### config.mk
export PLATFORM = sky130hd
export DESIGN_NAME = cory_tap2fir
export DESIGN_NICKNAME = d
export VERILOG_FILES = /design/src/rtl/cory_tap2fir_pkg.sv /design/src/rtl/cory_rnd_sat.sv /design/src/rtl/cory_tap2fir.sv
export SDC_FILE = /design/constraint.sdc
export NUM_CORES = 1
export LEC_CHECK = 0
export ABC_AREA = 1
export CAP_MARGIN = 30
export CORE_MARGIN = 2
export CORE_UTILIZATION = 50
export DETAILED_ROUTE_END_ITERATION = 16
export PLACE_DENSITY_LB_ADDON = 0.3
export SLEW_MARGIN = 25
export SYNTH_ARGS = -nofsm -noshare
export SYNTH_HDL_FRONTEND = slang
export SYNTH_SLANG_ARGS = --single-unit
### constraint.sdc
create_clock -name clk -period 22.5 [get_ports clk]
set_input_delay 4.5 -clock clk [delete_from_list [all_inputs] [get_ports clk]]
set_output_delay 4.5 -clock clk [all_outputs]
set_load 0.03 [all_outputs]
### src/rtl/cory_tap2fir_pkg.sv
// Shared types and width rules for the serial MAC FIR stage and its round/clip helper.
package cory_tap2fir_pkg;

  // Controller states; encoding kept explicit so reset lands on IDLE.
  typedef enum logic [1:0] {
    ST_IDLE = 2'd0,
    ST_MAC  = 2'd1,
    ST_OUT  = 2'd2
  } fir_state_t;

  // ceil(log2(v)) with a floor of one bit, so even a single-tap filter owns a counter.
  function automatic int cory_clog2(input int v);
    return (v <= 2) ? 1 : $clog2(v);
  endfunction

  // Signed accumulator width: the N+1 bit signed sample times a C bit coefficient,
  // plus headroom for summing up to 32 taps.
  function automatic int cory_acc_bits(input int n, input int c);
    return n + c + 5;
  endfunction

  // Width used while adding the rounding constant, one guard bit above the
  // accumulator so a near-full-scale positive sum cannot wrap negative.
  function automatic int cory_biased_bits(input int a);
    return a + 1;
  endfunction

endpackage

### src/rtl/cory_rnd_sat.sv
// Combinational round-half-up, arithmetic right shift by S and clip to an unsigned N-bit range.
module cory_rnd_sat
  import cory_tap2fir_pkg::*;
#(
  parameter int A = 21,
  parameter int S = 6,
  parameter int N = 8
) (
  input  logic signed [A-1:0] i_acc,
  output logic        [N-1:0] o_d
);

  localparam int BW = cory_biased_bits(A);
  localparam logic [BW-1:0] HALF = {{(BW-1){1'b0}}, 1'b1} << (S - 1);

  logic signed [BW-1:0] biased;
  logic signed [BW-1:0] shifted;

  assign biased  = {i_acc[A-1], i_acc} + HALF;
  assign shifted = biased >>> S;

  // Negative results clip to zero, anything above the N-bit range clips to full scale.
  always_comb begin
    if (shifted[BW-1]) begin
      o_d = '0;
    end else if (|shifted[BW-2:N]) begin
      o_d = '1;
    end else begin
      o_d = shifted[N-1:0];
    end
  end

endmodule

### src/rtl/cory_tap2fir.sv
// Serial multiply-accumulate FIR stage: one T-sample window in, one rounded/clipped pixel out.
//
//  state   | meaning
//  --------+-------------------------------------------------------------
//  IDLE    | no work held; window port ready
//  MAC     | one tap per cycle into the accumulator, k = 0 .. T-1
//  OUT     | result held on the z port until i_z_r; window port follows i_z_r
module cory_tap2fir
  import cory_tap2fir_pkg::*;
#(
  parameter int N = 8,
  parameter int T = 12,
  parameter int R = 11,
  parameter int C = 10,
  parameter int S = 8,
  parameter int W = N * T,
  parameter int A = cory_acc_bits(N, C)
) (
  input  logic           clk,
  input  logic           reset,
  input  logic [T*C-1:0] i_coef,
  input  logic           i_a_v,
  input  logic [W-1:0]   i_a_d,
  input  logic [R-1:0]   i_a_cnt,
  input  logic           i_a_last,
  output logic           o_a_r,
  output logic           o_z_v,
  output logic [N-1:0]   o_z_d,
  output logic [R-1:0]   o_z_cnt,
  output logic           o_z_last,
  input  logic           i_z_r
);

  localparam int KW = cory_clog2(T);
  localparam int PW = N + C + 1;

  fir_state_t state_q, state_d;

  logic [W-1:0]   win_q;
  logic [R-1:0]   win_cnt_q;
  logic           win_last_q;
  logic [KW-1:0]  k_q;
  logic           k_last;
  logic           accept;

  logic signed [A-1:0]  acc_q;
  logic signed [A-1:0]  acc_sum;
  logic        [N-1:0]  smp [T];
  logic signed [C-1:0]  cf  [T];
  logic        [PW-1:0] smp_ext;
  logic        [PW-1:0] cf_ext;
  logic signed [PW-1:0] prod;
  logic        [N-1:0]  sat_d;

  assign accept = i_a_v & o_a_r;
  assign k_last = (k_q == KW'(T - 1));
  assign o_z_v  = (state_q == ST_OUT);

  // Unpack the held window and the live coefficient bus into per-tap views.
  always_comb begin
    for (int j = 0; j < T; j++) begin
      smp[j] = win_q[j*N +: N];
      cf[j]  = $signed(i_coef[j*C +: C]);
    end
  end

  // Samples are unsigned, so zero-extend them; coefficients sign-extend. The
  // true product always fits PW signed bits, so the truncated multiply is exact.
  assign smp_ext = {{C{1'b0}}, smp[k_q]};
  assign cf_ext  = {{(N+1){cf[k_q][C-1]}}, cf[k_q]};
  assign prod    = $signed(smp_ext) * $signed(cf_ext);
  assign acc_sum = acc_q + {{(A-PW){prod[PW-1]}}, prod};

  // Round/clip sees the sum including the final tap, so the result can be
  // registered on the same edge that moves MAC into OUT.
  cory_rnd_sat #(
    .A (A),
    .S (S),
    .N (N)
  ) u_rnd_sat (
    .i_acc (acc_sum),
    .o_d   (sat_d)
  );

  // State register.
  always_ff @(posedge clk or posedge reset) begin
    if (reset) begin
      state_q <= ST_IDLE;
    end else begin
      state_q <= state_d;
    end
  end

  // Next state and window-ready; ready never looks at i_a_v.
  always_comb begin
    state_d = state_q;
    o_a_r   = 1'b0;
    case (state_q)
      ST_IDLE: begin
        o_a_r = 1'b1;
        if (i_a_v) begin
          state_d = ST_MAC;
        end
      end
      ST_MAC: begin
        if (k_last) begin
          state_d = ST_OUT;
        end
      end
      ST_OUT: begin
        o_a_r = i_z_r;
        if (i_z_r) begin
          state_d = i_a_v ? ST_MAC : ST_IDLE;
        end
      end
      default: begin
        state_d = ST_IDLE;
      end
    endcase
  end

  // Window and sideband capture on the input handshake.
  always_ff @(posedge clk or posedge reset) begin
    if (reset) begin
      win_q      <= '0;
      win_cnt_q  <= '0;
      win_last_q <= 1'b0;
    end else if (accept) begin
      win_q      <= i_a_d;
      win_cnt_q  <= i_a_cnt;
      win_last_q <= i_a_last;
    end
  end

  // Tap counter and accumulator: cleared on accept, one tap per MAC cycle.
  always_ff @(posedge clk or posedge reset) begin
    if (reset) begin
      acc_q <= '0;
      k_q   <= '0;
    end else if (accept) begin
      acc_q <= '0;
      k_q   <= '0;
    end else if (state_q == ST_MAC) begin
      acc_q <= acc_sum;
      k_q   <= k_last ? '0 : k_q + KW'(1);
    end
  end

  // Result registers load only on entry to OUT and hold through any stall.
  always_ff @(posedge clk or posedge reset) begin
    if (reset) begin
      o_z_d    <= '0;
      o_z_cnt  <= '0;
      o_z_last <= 1'b0;
    end else if ((state_q == ST_MAC) && k_last) begin
      o_z_d    <= sat_d;
      o_z_cnt  <= win_cnt_q;
      o_z_last <= win_last_q;
    end
  end

endmodule

Word-level counts from Yosys, hierarchy flattened
Cells that the tools add are included.

Add/sub/neg operators: 3. Multiply operators: 1. Div/mod/pow operators: 0. Magnitude comparators: 1. Equal/unequal tests: 6. Shifts and indexed selects: 0. Mux-type cells: 19. Bitwise logic cells: 2. Reductions and logical operators: 5.

Operators with widths (count): 2-to-1 mux 23 bit (2); binary-select mux 10 bit (select 4 bit) (1); binary-select mux 8 bit (select 4 bit) (1); 2-to-1 mux 8 bit (4); adder 23 x 9 -> 24 bit, second input constant (1); adder 23 bit (1); 2-to-1 mux 10 bit (2); multiplier 9 x 10 -> 19 bit (1); 2-to-1 mux 4 bit (3); OR reduction 8 bit (1); 2-to-1 mux 2 bit (3); case mux 2 bit (3 select lines) (1); greater-or-equal comparator 5 bit, second input constant (1); NOT 4 -> 5 bit (1); adder 4 x 1 -> 4 bit, second input constant (1); equality test 4 bit, second input constant (1); != test 2 bit, second input constant (2); AND reduction 3 bit (1); equality test 2 x 1 -> 1 bit, second input constant (1); equality test 2 bit, second input constant (1); logical NOT 2 bit (1); != test 2 x 1 -> 1 bit, second input constant (1); case mux 1 bit (2 select lines) (1); nonzero test 2 bit (1); 3 further kinds (3).

Register bits: 157. Latch bits: 0. Bits in writable memories: 0. Memory bits (read-only): 0. Word-level logic and storage cells: 46. Memories: 0.

Logic depth before layout (Yosys ltp)
Gate-level depths: netlist of run 1.

Depth after elaboration: 10. Mapped depth: 49.

Modules after synthesis
From an unflattened synthesis of run 1, not the netlist that was laid out.

Cell total of the unflattened synthesis: 1653. Area, all modules: 13168.9 um^2.

Modules (own cells, without submodules): cory_tap2fir (instances 1, cells each 1544, area an instance 12627.1 um^2, sequential area each 3928.8 um^2); cory_rnd_sat (instances 1, cells each 109, area an instance 541.8 um^2, sequential area each 0.0 um^2).

Worst setup path after synthesis of run 1
No wires, ideal clock.

Path type: input -> register. Start point: in i_coef[23]. End point: reg o_z_d[1]. Library setup time: 0.117 ns. Data arrival time: 10.636 ns. Data required time: 22.383 ns. Path slack: 11.747 ns. Cell stages on the path: 44. Path through: o21ai_0 > o32ai_1 > o211ai_1 > nand2_1 > nand2_1 > inv_1 > fa_1 > inv_1 > fa_1 > inv_1 > fa_1 > inv_1 > fa_1 > inv_1 > ha_1 > a21oi_1 > o21ai_0 > a21oi_1 > (+8 left out) > ha_1 > nand2_1 > inv_1 > nand2_1 > nor2_1 > nand4_1 > nand3_1 > nand2_1 > nand2_1 > nand2_1 > nor2_2 > nand3_4 > nand2_1 > nand2_2 > nor2_8 > nand3_1 > nand2_1 > nand2_1.

Word-level cells in the longest chain between the ends: 9.

Ends and longest elaborated chain: start: declaration (line cory_tap2fir.sv:21) `input logic [T*C-1:0] i_coef,`; binary-select mux 10 bit (select 4 bit) (*) (line cory_tap2fir.sv:70) `assign cf_ext = {{(N+1){cf[k_q][C-1]}}, cf[k_q]};`; 2-to-1 mux 10 bit (not written as such) (*) (2 in a row) (line cory_tap2fir.sv:70); multiplier 9 x 10 -> 19 bit (*) (line cory_tap2fir.sv:71) `assign prod = $signed(smp_ext) * $signed(cf_ext);`; adder 23 bit (*) (line cory_tap2fir.sv:72) `assign acc_sum = acc_q + {{(A-PW){prod[PW-1]}}, prod};`; adder 23 x 9 -> 24 bit (*) (line cory_rnd_sat.sv:19) `assign biased = {i_acc[A-1], i_acc} + HALF;`; OR reduction 8 bit (line cory_rnd_sat.sv:26) `end else if (|shifted[BW-2:N]) begin`; 2-to-1 mux 8 bit (line cory_rnd_sat.sv:26); 2-to-1 mux 8 bit (*) (line cory_rnd_sat.sv:24) `if (shifted[BW-1]) begin`; end signal: assignment (line cory_tap2fir.sv:156) `o_z_d <= sat_d;`; end: declaration (line cory_tap2fir.sv:28) `output logic [N-1:0] o_z_d,`.

Mark *: on every way between the ends. The rest lies on a longest branch, timed or not. The select of a mux whose other input is x is not followed. A chain may end at the register's enable or synchronous reset.

Final worst setup path of run 1
Start point: in i_coef[89]. End point: reg o_z_d[3].

Same word-level chain as after synthesis.

==> impl_results.html, run 1 <==
<table>
<tr><th>Metric</th><th>Value</th></tr>
<tr><th colspan="2">Routing</th></tr>
<tr><td>Total number of vias</td><td>11,939</td></tr>
<tr><td>Antenna Violating Nets Remaining</td><td>0</td></tr>
<tr><td>Wire per inst</td><td>17.3 um</td></tr>
<tr><td>DRT Pass-1 Iters</td><td>5</td></tr>
<tr><td>First DRT Iteration DRCs</td><td>1,084</td></tr>
<tr><td>Remaining routing DRC violations</td><td>0</td></tr>
<tr><td>Average vias per placed instance</td><td>5.42</td></tr>
<tr><td>WL final</td><td>38,100 um</td></tr>
<tr><th colspan="2">Setup path</th></tr>
<tr><td>Family of cells with the greatest summed delay on the critical path</td><td>adder cells</td></tr>
<tr><td>Required time of the critical path</td><td>22.83 ns</td></tr>
<tr><td>Worst Setup Path Type</td><td>in -&gt; reg</td></tr>
<tr><td>Number of buffers and inverters on the critical path</td><td>7</td></tr>
<tr><td>Highest fanout seen on the critical path</td><td>8</td></tr>
<tr><td>Category of the worst setup path launch point</td><td>primary input</td></tr>
<tr><td>Standard cell with the maximum stage delay on the critical path</td><td>fa_1</td></tr>
<tr><td>Critical Path Sink Type</td><td>flop</td></tr>
<tr><td>Slowest Stage Delay on Critical Path</td><td>0.72 ns</td></tr>
<tr><td>Data arrival at the endpoint of the critical path</td><td>12.20 ns</td></tr>
<tr><td>Cell mode on critical path</td><td>nand2_1</td></tr>
<tr><th colspan="2">Placed design</th></tr>
<tr><td>Final GP Congestion</td><td>0.973</td></tr>
<tr><td>Port Buffers</td><td>253</td></tr>
<tr><td>Detailed placer's ending HPWL</td><td>29,000 um</td></tr>
<tr><th colspan="2">Logic synthesis</th></tr>
<tr><td>Post-synth cell types</td><td>41</td></tr>
<tr><td>Synth Area per Inst</td><td>8.00 um2</td></tr>
<tr><td>Share of the yosys chip area belonging to registers</td><td>30.0%</td></tr>
<tr><td>Post-synthesis instance area</td><td>0.0131 mm2</td></tr>
<tr><td>YS warnings</td><td>0</td></tr>
<tr><td>Post-Syn Instances</td><td>1,636</td></tr>
<tr><td>Flop and latch count out of synthesis</td><td>157</td></tr>
<tr><td>Synthesized Nets</td><td>1,998</td></tr>
<tr><th colspan="2">Floorplan</th></tr>
<tr><td>Die boundary width</td><td>166 um</td></tr>
<tr><td>IO Count</td><td>254</td></tr>
<tr><td>Die footprint</td><td>0.0275 mm2</td></tr>
<tr><td>Number of rows in the core area</td><td>59</td></tr>
<tr><td>Die Span Y</td><td>166 um</td></tr>
<tr><td>Initial cell density of the core</td><td>50.5%</td></tr>
<tr><td>Core outline area</td><td>0.0259 mm2</td></tr>
<tr><th colspan="2">Timing</th></tr>
<tr><td>Number of pins with negative max-slew slack in the final report</td><td>0</td></tr>
<tr><td>Final critical path time including I/O delays and setup</td><td>11.87 ns</td></tr>
<tr><td>Final hold violations</td><td>0</td></tr>
<tr><td>Period utilisation layout</td><td>52.7%</td></tr>
<tr><td>Setup Skew</td><td>0.0188 ns</td></tr>
<tr><td>Setup repair after global routing missed its margin</td><td>false</td></tr>
<tr><td>Total negative slack</td><td>0 ns</td></tr>
<tr><td>Final setup violation count</td><td>0</td></tr>
<tr><td>Max Fclk</td><td>0.0843 GHz</td></tr>
<tr><td>Slew at the pin closest to its max-slew limit</td><td>0.933 ns</td></tr>
<tr><td>Max-Slew Margin vs Limit</td><td>37.8%</td></tr>
<tr><th colspan="2">Global route</th></tr>
<tr><td>Maximum number of pins on one net before global-route repair</td><td>112</td></tr>
<tr><td>Antenna violations before repair</td><td>4</td></tr>
<tr><td>Remaining Overflow, GRT</td><td>0</td></tr>
<tr><td>Via count of the first global-routing pass</td><td>12,218</td></tr>
<tr><td>First-pass GRT wire length</td><td>62,200 um</td></tr>
<tr><td>GRT Util Overall</td><td>28.1%</td></tr>
<tr><th colspan="2">Hold path</th></tr>
<tr><td>Worst hold path type</td><td>reg -&gt; reg</td></tr>
<tr><th colspan="2">Clock network</th></tr>
<tr><td>Quantity of hold-fixing buffers added after cts</td><td>0</td></tr>
<tr><td>Clock tree buffer depth</td><td>2</td></tr>
<tr><td>Cts repair resizes</td><td>0</td></tr>
<tr><td>Clock tree from TritonCTS</td><td>built</td></tr>
<tr><td>Post-CTS setup buffers</td><td>0</td></tr>
<tr><td>CTS Root Buffer Type</td><td>clkbuf_16</td></tr>
<tr><td>CTS sink cnt</td><td>157</td></tr>
<tr><td>Number of buffers created by CTS</td><td>17</td></tr>
<tr><td>Deepest level of the CTS H-tree</td><td>4</td></tr>
<tr><td>Source-to-sink clock delay at the later pin of the worst-skew pair</td><td>0.44 ns</td></tr>
<tr><td>Clock transition at the registers of the reported paths</td><td>0.08 ns</td></tr>
<tr><th colspan="2">Finish</th></tr>
<tr><td>Layout overhead on the synthesized area</td><td>26.3%</td></tr>
<tr><td>Share of final-layout standard cells stronger than drive strength 1</td><td>10.8%</td></tr>
<tr><td>Number of nets in the final layout</td><td>2,214</td></tr>
<tr><td>Total of fill cells in the finished design</td><td>2,175</td></tr>
<tr><td>Final core utilization</td><td>63.8%</td></tr>
<tr><th colspan="2">Flow run</th></tr>
<tr><td>Number of max-cap violations</td><td>0</td></tr>
<tr><th colspan="2">Outcome</th></tr>
<tr><td>Outcome</td><td>finished clean</td></tr>
</table>
[through the flow]
step | setup WS, ns | instances | hold WS, ns | area [um2]
floorplan | 11.75 | 1636 | 0.444 | 13100
global placement | 10.47 | 2166 | 0.451 | 15900
detailed placement | 10.33 | 2167 | 0.458 | 15900
CTS | 10.69 | 2199 | 0.478 | 16500
global route | 9.97 | 2200 | 0.499 | 16500
finish | 10.63 | 2203 | 0.475 | 16500
[cells in the mapped netlist]
| cell | n | area (um2) |
|---|---|---|
| buf_2 | 1 | 5.00 |
| inv_1 | 253 | 950 |
| o31ai_1 | 1 | 7.51 |
| o22ai_1 | 4 | 25.0 |
| nand3b_1 | 1 | 7.51 |
| ha_1 | 63 | 788 |
| o211ai_1 | 12 | 90.1 |
| nor2_4 | 9 | 101 |
| o32ai_1 | 22 | 193 |
| mux2_2 | 95 | 1070 |
| o221ai_1 | 24 | 210 |
| dfrtp_1 | 157 | 3930 |
| a22o_1 | 2 | 17.5 |
| a21o_1 | 2 | 15.0 |
| xor2_1 | 21 | 184 |
| o21ai_0 | 87 | 435 |
| xor2_2 | 1 | 16.3 |
| nand3_4 | 1 | 17.5 |
| fa_1 | 67 | 1340 |
| nor2_1 | 138 | 518 |
| nand3_2 | 8 | 80.1 |
| a21oi_2 | 1 | 8.76 |
| mux2i_1 | 24 | 240 |
| nand3_1 | 53 | 265 |
| nor3_2 | 1 | 10.0 |
| o21bai_1 | 3 | 22.5 |
| a21oi_1 | 50 | 250 |
| nand4_1 | 19 | 119 |
| a31oi_1 | 1 | 6.26 |
| a32o_1 | 12 | 120 |
| a21oi_4 | 1 | 16.3 |
| clkinv_1 | 1 | 3.75 |
| nand2_2 | 19 | 119 |
| nand2_1 | 384 | 1440 |
| buf_1 | 9 | 33.8 |
| nor3_1 | 2 | 10.0 |
| nor2_8 | 1 | 20.0 |
| xnor2_1 | 12 | 105 |
| inv_2 | 12 | 45.0 |
| clkbuf_1 | 55 | 206 |
| nor2_2 | 7 | 43.8 |
[layout by cell type, fill, tap and decap left out, types with 22 or more instances in the layout]
master             n
dfrtp_1          155
o21ai_0           87
clkdlybuf4s50_1  253
mux2_2            95
o32ai_1           22
o221ai_1          24
mux2i_1           24
nor2_1           138
a21oi_1           50
fa_1              67
ha_1              63
nand2_1          383
inv_1            252
nand3_1           53
[worst reg2reg max path: cells and delay by family (launching register included)]
family | cells | cell delay, ns
adders and majority gates | 6 | 3.21
DFF | 1 | 0.72
AOI/OAI and AO/OA | 5 | 1.44
buffers and inverters | 7 | 1.40
and+or+nand+nor | 20 | 2.27
[registers in the layout, summed over array words and instances (netlist names)]
| signal | flops |
|---|---|
| win_cnt_q | 11 |
| state_q | 2 |
| o_z_d | 8 |
| o_z_cnt | 11 |
| win_q | 96 |
| o_z_last | 1 |
| k_q | 4 |
| win_last_q | 1 |
| acc_q | 23 |
[metal layers]
metal  up-vias  share of wire (%)  track usage [%]
met5         -                  0                0
met4         0                3.1             10.2
met3        81                7.5             6.32
li1       5713                  -                -
met2       415                 48             46.3
met1      5730                 42             36.5
[layout make-up]
cell class / count / area, um2 / area share (%)
inverters: 266 / 1000 / 6.07
repair buffers: 262 / 2620 / 15.8
clock buffers: 17 / 425 / 2.57
diodes: 3 / 7.51 / 0.0454
well taps: 335 / 419 / 2.54
clock inverters: 15 / 204 / 1.23
multi-input cells: 1148 / 7920 / 47.9
flip-flops and latches: 157 / 3930 / 23.8
[worst paths after layout]
check                        startpoint         end  slack [ns]  depth (start not counted)
max                          i_coef[89]    o_z_d[3]       10.63                         38
min in group asynchronous         reset  o_z_cnt[4]        4.55                          2
min reg2reg                win_cnt_q[7]  o_z_cnt[7]        0.47                          2
max reg2reg                      k_q[0]    o_z_d[3]       13.32                         38
min                        win_cnt_q[7]  o_z_cnt[7]        0.47                          2
max in group asynchronous         reset   win_q[71]       16.66                          4
[logic make-up (layout without fill, tap and decap cells)]
logic type	after synthesis	count (layout)	share of synthesized area, %
AND/OR/NAND/NOR	643	643	21.0
multiplexers	119	119	10.0
AO/OA/AOI/OAI	222	222	10.8
adder cells (fa/ha/maj)	130	130	16.3
flip-flops	157	157	30.0
buffers and inverters	331	560	9.50
XOR/XNOR	34	34	2.33
other	0	3	0
Power of run 1 is left out: the tool's default activity adds up to more than one toggle a clock period on the data nets, which glitch-free logic cannot reach.
==> run 2, diff against run 1 <==
- CORE_UTILIZATION: 50 -> 49
- clock period: 22.5 -> 9.57 ns (I/O delays scaled with it)
==> run 2 against run 1 <==
Effect of this change: worst hold slack better by 0.0019 ns; critical path depth increased by 6; sequential share of layout area shrank 0.14 points; sequential cell count unchanged; count of clock-buffer cells in the layout unchanged; final cell count rose by 0.45%; utilization down 0.16 points; via count up 0.13%; routed wire length up 4.5%; critical path type unchanged.
==> impl_results.html, run 2 (synthesized netlist as in run 1, its figures left out) <==
<table>
<tr><th>Metric</th><th>Value</th></tr>
<tr><th colspan="2">Setup path</th></tr>
<tr><td>Number of cell instances on the worst register-to-register path</td><td>41 (was 38)</td></tr>
<tr><td>Data arrival at the endpoint of the critical path</td><td>9.38 ns (was 12.20 ns)</td></tr>
<tr><td>Reg2Reg Capture Point</td><td>o_z_d[1] (was o_z_d[3])</td></tr>
<tr><td>Start of the worst register-to-register path</td><td>k_q[0] (unchanged)</td></tr>
<tr><td>Standard cell with the maximum stage delay on the critical path</td><td>fa_1 (unchanged)</td></tr>
<tr><td>Highest fanout seen on the critical path</td><td>8 (unchanged)</td></tr>
<tr><td>Worst Setup Path Type</td><td>in -&gt; reg (unchanged)</td></tr>
<tr><td>Critical Path Sink Type</td><td>flop (unchanged)</td></tr>
<tr><td>Slowest Stage Delay on Critical Path</td><td>0.53 ns (was 0.72 ns)</td></tr>
<tr><td>Category of the worst setup path launch point</td><td>primary input (unchanged)</td></tr>
<tr><td>Cell mode on critical path</td><td>nand2_1 (unchanged)</td></tr>
<tr><td>Required time of the critical path</td><td>9.90 ns (was 22.83 ns)</td></tr>
<tr><td>Worst reg-to-reg setup slack</td><td>0.95 ns (was 13.32 ns)</td></tr>
<tr><th colspan="2">Outcome</th></tr>
<tr><td>Outcome</td><td>finished clean (unchanged)</td></tr>
<tr><th colspan="2">Clock network</th></tr>
<tr><td>Clock tree buffer depth</td><td>2 (unchanged)</td></tr>
<tr><td>Number of buffers created by CTS</td><td>17 (unchanged)</td></tr>
<tr><td>Clock transition at the registers of the reported paths</td><td>0.08 ns (about the same)</td></tr>
<tr><td>Clock tree from TritonCTS</td><td>built (unchanged)</td></tr>
<tr><td>Quantity of hold-fixing buffers added after cts</td><td>0 (unchanged)</td></tr>
<tr><td>Deepest level of the CTS H-tree</td><td>4 (unchanged)</td></tr>
<tr><td>Source-to-sink clock delay at the later pin of the worst-skew pair</td><td>0.44 ns (about the same)</td></tr>
<tr><td>CTS sink cnt</td><td>157 (unchanged)</td></tr>
<tr><td>CTS Root Buffer Type</td><td>clkbuf_16 (unchanged)</td></tr>
<tr><th colspan="2">Routing</th></tr>
<tr><td>Antenna Violating Nets Remaining</td><td>0 (unchanged)</td></tr>
<tr><td>DRT Pass-1 Iters</td><td>6 (was 5)</td></tr>
<tr><td>First DRT Iteration DRCs</td><td>796 (was 1,084)</td></tr>
<tr><td>Remaining routing DRC violations</td><td>0 (unchanged)</td></tr>
<tr><td>Average vias per placed instance</td><td>5.40 (was 5.42)</td></tr>
<tr><td>WL final</td><td>39,900 um (was 38,100 um)</td></tr>
<tr><td>Total number of vias</td><td>11,954 (was 11,939)</td></tr>
<tr><td>Wire per inst</td><td>18.0 um (was 17.3 um)</td></tr>
<tr><th colspan="2">Hold path</th></tr>
<tr><td>Worst hold path type</td><td>reg -&gt; reg (unchanged)</td></tr>
<tr><td>Hold path startpoint</td><td>win_cnt_q[8] (was win_cnt_q[7])</td></tr>
<tr><td>Cell depth of the worst hold path</td><td>2 (unchanged)</td></tr>
<tr><td>End of the worst hold path</td><td>o_z_cnt[8] (was o_z_cnt[7])</td></tr>
<tr><th colspan="2">Floorplan</th></tr>
<tr><td>Initial cell density of the core</td><td>50.1% (was 50.5%)</td></tr>
<tr><td>Die boundary width</td><td>167 um (was 166 um)</td></tr>
<tr><td>Number of rows in the core area</td><td>59 (unchanged)</td></tr>
<tr><td>Die footprint</td><td>0.0280 mm2 (was 0.0275 mm2)</td></tr>
<tr><td>Core outline area</td><td>0.0261 mm2 (was 0.0259 mm2)</td></tr>
<tr><td>IO Count</td><td>254 (unchanged)</td></tr>
<tr><td>Die Span Y</td><td>167 um (was 166 um)</td></tr>
<tr><th colspan="2">Timing</th></tr>
<tr><td>Max Fclk</td><td>0.110 GHz</td></tr>
<tr><td>Slew at the pin closest to its max-slew limit</td><td>0.965 ns (was 0.933 ns)</td></tr>
<tr><td>Number of pins with negative max-slew slack in the final report</td><td>0 (unchanged)</td></tr>
<tr><td>Max-Slew Margin vs Limit</td><td>35.7% (was 37.8%)</td></tr>
<tr><td>Final critical path time including I/O delays and setup</td><td>9.05 ns</td></tr>
<tr><td>Final setup violation count</td><td>0 (unchanged)</td></tr>
<tr><td>Setup Skew</td><td>0.0165 ns (was 0.0188 ns)</td></tr>
<tr><td>Period utilisation layout</td><td>94.6%</td></tr>
<tr><td>Setup repair after global routing missed its margin</td><td>false (unchanged)</td></tr>
<tr><td>Total negative slack</td><td>0 ns (unchanged)</td></tr>
<tr><td>Final hold violations</td><td>0 (unchanged)</td></tr>
<tr><th colspan="2">Global route</th></tr>
<tr><td>Antenna violations before repair</td><td>4 (unchanged)</td></tr>
<tr><td>First-pass GRT wire length</td><td>63,800 um (was 62,200 um)</td></tr>
<tr><td>Maximum number of pins on one net before global-route repair</td><td>89 (was 112)</td></tr>
<tr><td>GRT Util Overall</td><td>29.0% (was 28.1%)</td></tr>
<tr><td>Remaining Overflow, GRT</td><td>0 (unchanged)</td></tr>
<tr><td>Via count of the first global-routing pass</td><td>12,124 (was 12,218)</td></tr>
<tr><th colspan="2">Finish</th></tr>
<tr><td>Commonest cells after routing, fill and taps aside</td><td>nand2_1 (381), clkdlybuf4s50_1 (253), inv_1 (252) (was nand2_1 (383), clkdlybuf4s50_1 (253), inv_1 (252))</td></tr>
<tr><td>Share of final-layout standard cells stronger than drive strength 1</td><td>11.8% (was 10.8%)</td></tr>
<tr><td>Non-filler cells in the finished layout</td><td>2,213 (was 2,203)</td></tr>
<tr><td>Top reg by flops</td><td>win_q (unchanged)</td></tr>
<tr><td>Biggest registers after layout</td><td>win_q (96), acc_q (23) (unchanged)</td></tr>
<tr><td>Number of nets in the final layout</td><td>2,224 (was 2,214)</td></tr>
<tr><td>Final core utilization</td><td>63.6% (was 63.8%)</td></tr>
<tr><td>Flip-flop count of the largest register, all copies and words added</td><td>96 (unchanged)</td></tr>
<tr><td>Layout overhead on the synthesized area</td><td>27.1% (was 26.3%)</td></tr>
<tr><td>Leading cell type in the layout, fill and taps excluded</td><td>nand2_1 (unchanged)</td></tr>
<tr><th colspan="2">Flow run</th></tr>
<tr><td>Number of max-cap violations</td><td>0 (unchanged)</td></tr>
<tr><th colspan="2">Placed design</th></tr>
<tr><td>Final GP Congestion</td><td>1.00 (was 0.973)</td></tr>
<tr><td>Port Buffers</td><td>253 (unchanged)</td></tr>
<tr><td>Number of instances in the placed design</td><td>2,176 (was 2,167)</td></tr>
<tr><td>Detailed placer's ending HPWL</td><td>31,000 um (was 29,000 um)</td></tr>
</table>
run 2: changes by cell type in the layout (fill, tap and decap cells not counted), sizes merged:
cell,change
buf,+10
clkinvlp,+1
inv,-1
run 2: area by class of cell:
type / count / area, um2
Antenna cell: 3 / 7.51
Clock buffer: 17 / 425
Clock inverter: 15 / 164
Fill cell: 2296 / 9500
Inverter: 266 / 1000
Multi-Input combinational cell: 1148 / 7980
Sequential cell: 157 / 3930
Tap cell: 335 / 419
Timing Repair Buffer: 272 / 2700
run 2: worst max-delay path: cells and delay by family:
family	cells	cell delay, ns
AOI/OAI and AO/OA	10	1.59
xor gates and xnor gates	1	0.15
adders and majority gates	6	2.76
buffers and inverters	7	0.80
and+or+nand+nor	20	2.14
run 2: metal layers:
metal | wire (um) | global-route usage (%)
met1 | 16900 | 37.7
met2 | 19200 | 48.6
met4 | 935 | 8.36
met3 | 2880 | 6.78
met5 | 0 | 0
run 2: through the flow:
stage / hold WS [ns] / cell area (um2) / setup WS (ns)
2_1_floorplan: 0.444 / 13100 / 1.40
3_3_place_gp: 0.452 / 15900 / 0.163
3_5_place_dp: 0.461 / 16000 / 0.0637
4_1_cts: 0.477 / 16600 / 0.489
5_1_grt: 0.495 / 16600 / 0.00287
6_report: 0.477 / 16600 / 0.520
run 2: timing repair:
item                                    4_1_cts  5_1_grt
endpoints found under the hold margin         0        0
gates resized for setup                       0       14
endpoints found under the setup margin        0        8
setup buffers                                 0        2
run 2: worst max-delay path by stage:
stage	endpoint	start	slack, ns
2_1_floorplan	o_z_d[1]	i_coef[23]	1.40
3_3_place_gp	o_z_d[1]	i_coef[89]	0.16
3_5_place_dp	o_z_d[0]	i_coef[89]	0.06
4_1_cts	o_z_d[0]	i_coef[89]	0.49
5_1_grt	o_z_d[4]	i_coef[34]	0.003
6_report	o_z_d[1]	i_coef[24]	0.52
Power of run 2 is left out for the same reason.
==> run 3, diff against run 2 <==
- SKIP_CTS_REPAIR_TIMING: not set -> 1
==> results of run 3 <==
Same layout as run 2: the final DEF is identical, and so are final timing and power.
Power of run 3 is left out for the same reason.
==> RTL change: new RTL, settings of run 2 <==
Make the reset (`reset`) synchronous in 4 clocked blocks.
--- a/src/rtl/cory_tap2fir.sv
+++ b/src/rtl/cory_tap2fir.sv
@@ -85,3 +85,3 @@
   // State register.
-  always_ff @(posedge clk or posedge reset) begin
+  always_ff @(posedge clk) begin
     if (reset) begin
@@ -122,3 +122,3 @@
   // Window and sideband capture on the input handshake.
-  always_ff @(posedge clk or posedge reset) begin
+  always_ff @(posedge clk) begin
     if (reset) begin
@@ -135,3 +135,3 @@
   // Tap counter and accumulator: cleared on accept, one tap per MAC cycle.
-  always_ff @(posedge clk or posedge reset) begin
+  always_ff @(posedge clk) begin
     if (reset) begin
@@ -149,3 +149,3 @@
   // Result registers load only on entry to OUT and hold through any stall.
-  always_ff @(posedge clk or posedge reset) begin
+  always_ff @(posedge clk) begin
     if (reset) begin
Function: differs if reset is asserted again (counterexample within 4 cycles, from zero or initial values and one cycle with reset high); with reset held inactive, the same outputs for 10 cycles.
==> RTL change against run 2 <==
- area after synthesis decreased by 1.4%
- synthesized cell count is 18% higher
- core utilization decreased by 0.40 points
- sequential share of layout area down 4.5 points
- final area shrank 1.2%
- worst setup slack better by 81 ps
- routed wire length up 1.2%
- sequential cell count is the same
Power is left out: it rests on default switching activity, and per cell area and clock period it moved more than threefold.
==> RTL change: results (changes against run 2) <==
stage	metric	value	unit	change
outcome	status	finished clean		
cts	clockBufferDepth	2		unchanged
die	die_w	166	um	-0.67%
yosys	syn_area_per_cell	6.69	sq um	-16%
critical_path	rr_worst_depth	47		+15%
timing	period_share	0.937		-0.00841
place	placed_area	15700	sq um	-1.5%
finish	buffer_area_frac	0.171		+0.00812
global_routing	use_met2	0.471		-0.0148
global_routing	use_met1	0.376		-0.000953
finish	nClkBuffers	17		unchanged
finish	nMultiInputCombCells	1345		+17%
critical_path	rr_startpoint	k_q[0]		
worst_hold_path	worstHoldStart	win_q[84]		
global_routing	antenna_found_initial	1		-3
detailed_routing	wl_met1	17200	um	+1.8%
finish	stdcell_area	16400	sq um	-1.2%
yosys	synth_commonest_cells	392 x nand2_1, 310 x inv_1, 199 x a21oi_1		
finish	multi_input_area_share	0.502		+0.0228
global_routing	grt_pass1_wl	64800	um	+1.6%
detailed_routing	via_count	13550		+13%
global_routing	grt_pass1_vias	12806		+5.6%
place	dp_slack	-105	ps	-169 ps
yosys	syn_nets	2294		+15%
finish	nets	2496		+12%
finish	n_fill_cell	2346		+2.2%
detailed_routing	wl_met3	2950	um	+2.7%
detailed_routing	top_layer	met4		
worst_hold_path	hold_end	win_q[84]		
finish	n_antenna_cell	1		-2
detailed_routing	drt-pass1-iter-count	5		-1
finish	clk_share	0.0362		+0.000807
finish	n_all_buffers	288		+5.9%
yosys	async_flop_share	0		-1.00
place	place_inst	2441		+12%
yosys	seq_area_frac_synth	0.243		-0.0567
place	gp_congestion	0.990		-1.4%
finish	drive_above_1_share	0.0756		-0.0423
timing	slew_headroom	0.467		+0.110
global_routing	grt_max_degree	78		-12%
critical_path	crit_path_start	i_coef[25]		
yosys	synth_cell_types	42		+2.4%
critical_path	reg2reg_slack	890	ps	-60 ps
timing	fin_worst_skew	18.2	ps	+1.70 ps
global_routing	gr-usage-met3	0.0534		-0.0144
yosys	synthTopCellsByArea	dfxtp_1 24%, nand2_1 11%, fa_1 10%, inv_1 9.0%, a21oi_1 7.7%		
timing	hold_slack	456	ps	-20.6 ps
critical_path	worstReg2RegEnd	o_z_d[3]		
critical_path	arrival	9250	ps	-130 ps
finish	inverters	322		+21%
place	portBuffers	253		unchanged
place	dp_hpwl	30000	um	-3.2%
detailed_routing	dr_wl_met2	19300	um	+0.62%
detailed_routing	dr.first_iter.drc_count	1281		+61%
global_routing	grtUsageTotal	0.283		-0.00712
detailed_routing	wirelength	40300	um	+1.2%
detailed_routing	wl_per_cell	16.3	um	-9.7%
finish	seq_share	0.192		-0.0450
-- RTL change: cell types whose count changed after synthesis, sizes merged, moves of 24 or more --
cell / change
mux2i: -24
dfxtp: +157
nand3: +71
a21oi: +151
clkbuf: +42
o21ai: +99
inv: +56
mux2: -95
dfrtp: -157
-- RTL change: timing repair --
| action | 4_1_cts | 5_1_grt |
|---|---|---|
| setup buffers | 0 | 6 |
| resized for setup | 0 | 21 |
| setup endpoints to repair | 0 | 8 |
-- RTL change: kinds of logic (layout without fill, tap and decap cells) --
kind of cell | Yosys count | count (layout) | synth area share
other | 0 | 1 | 0
and+or+nand+nor | 724 | 724 | 0.248
DFF | 157 | 157 | 0.243
buffers and inverters | 427 | 642 | 0.125
xor gates and xnor gates | 27 | 27 | 0.0189
AOI/OAI and AO/OA | 461 | 461 | 0.197
adders and majority gates | 133 | 133 | 0.168
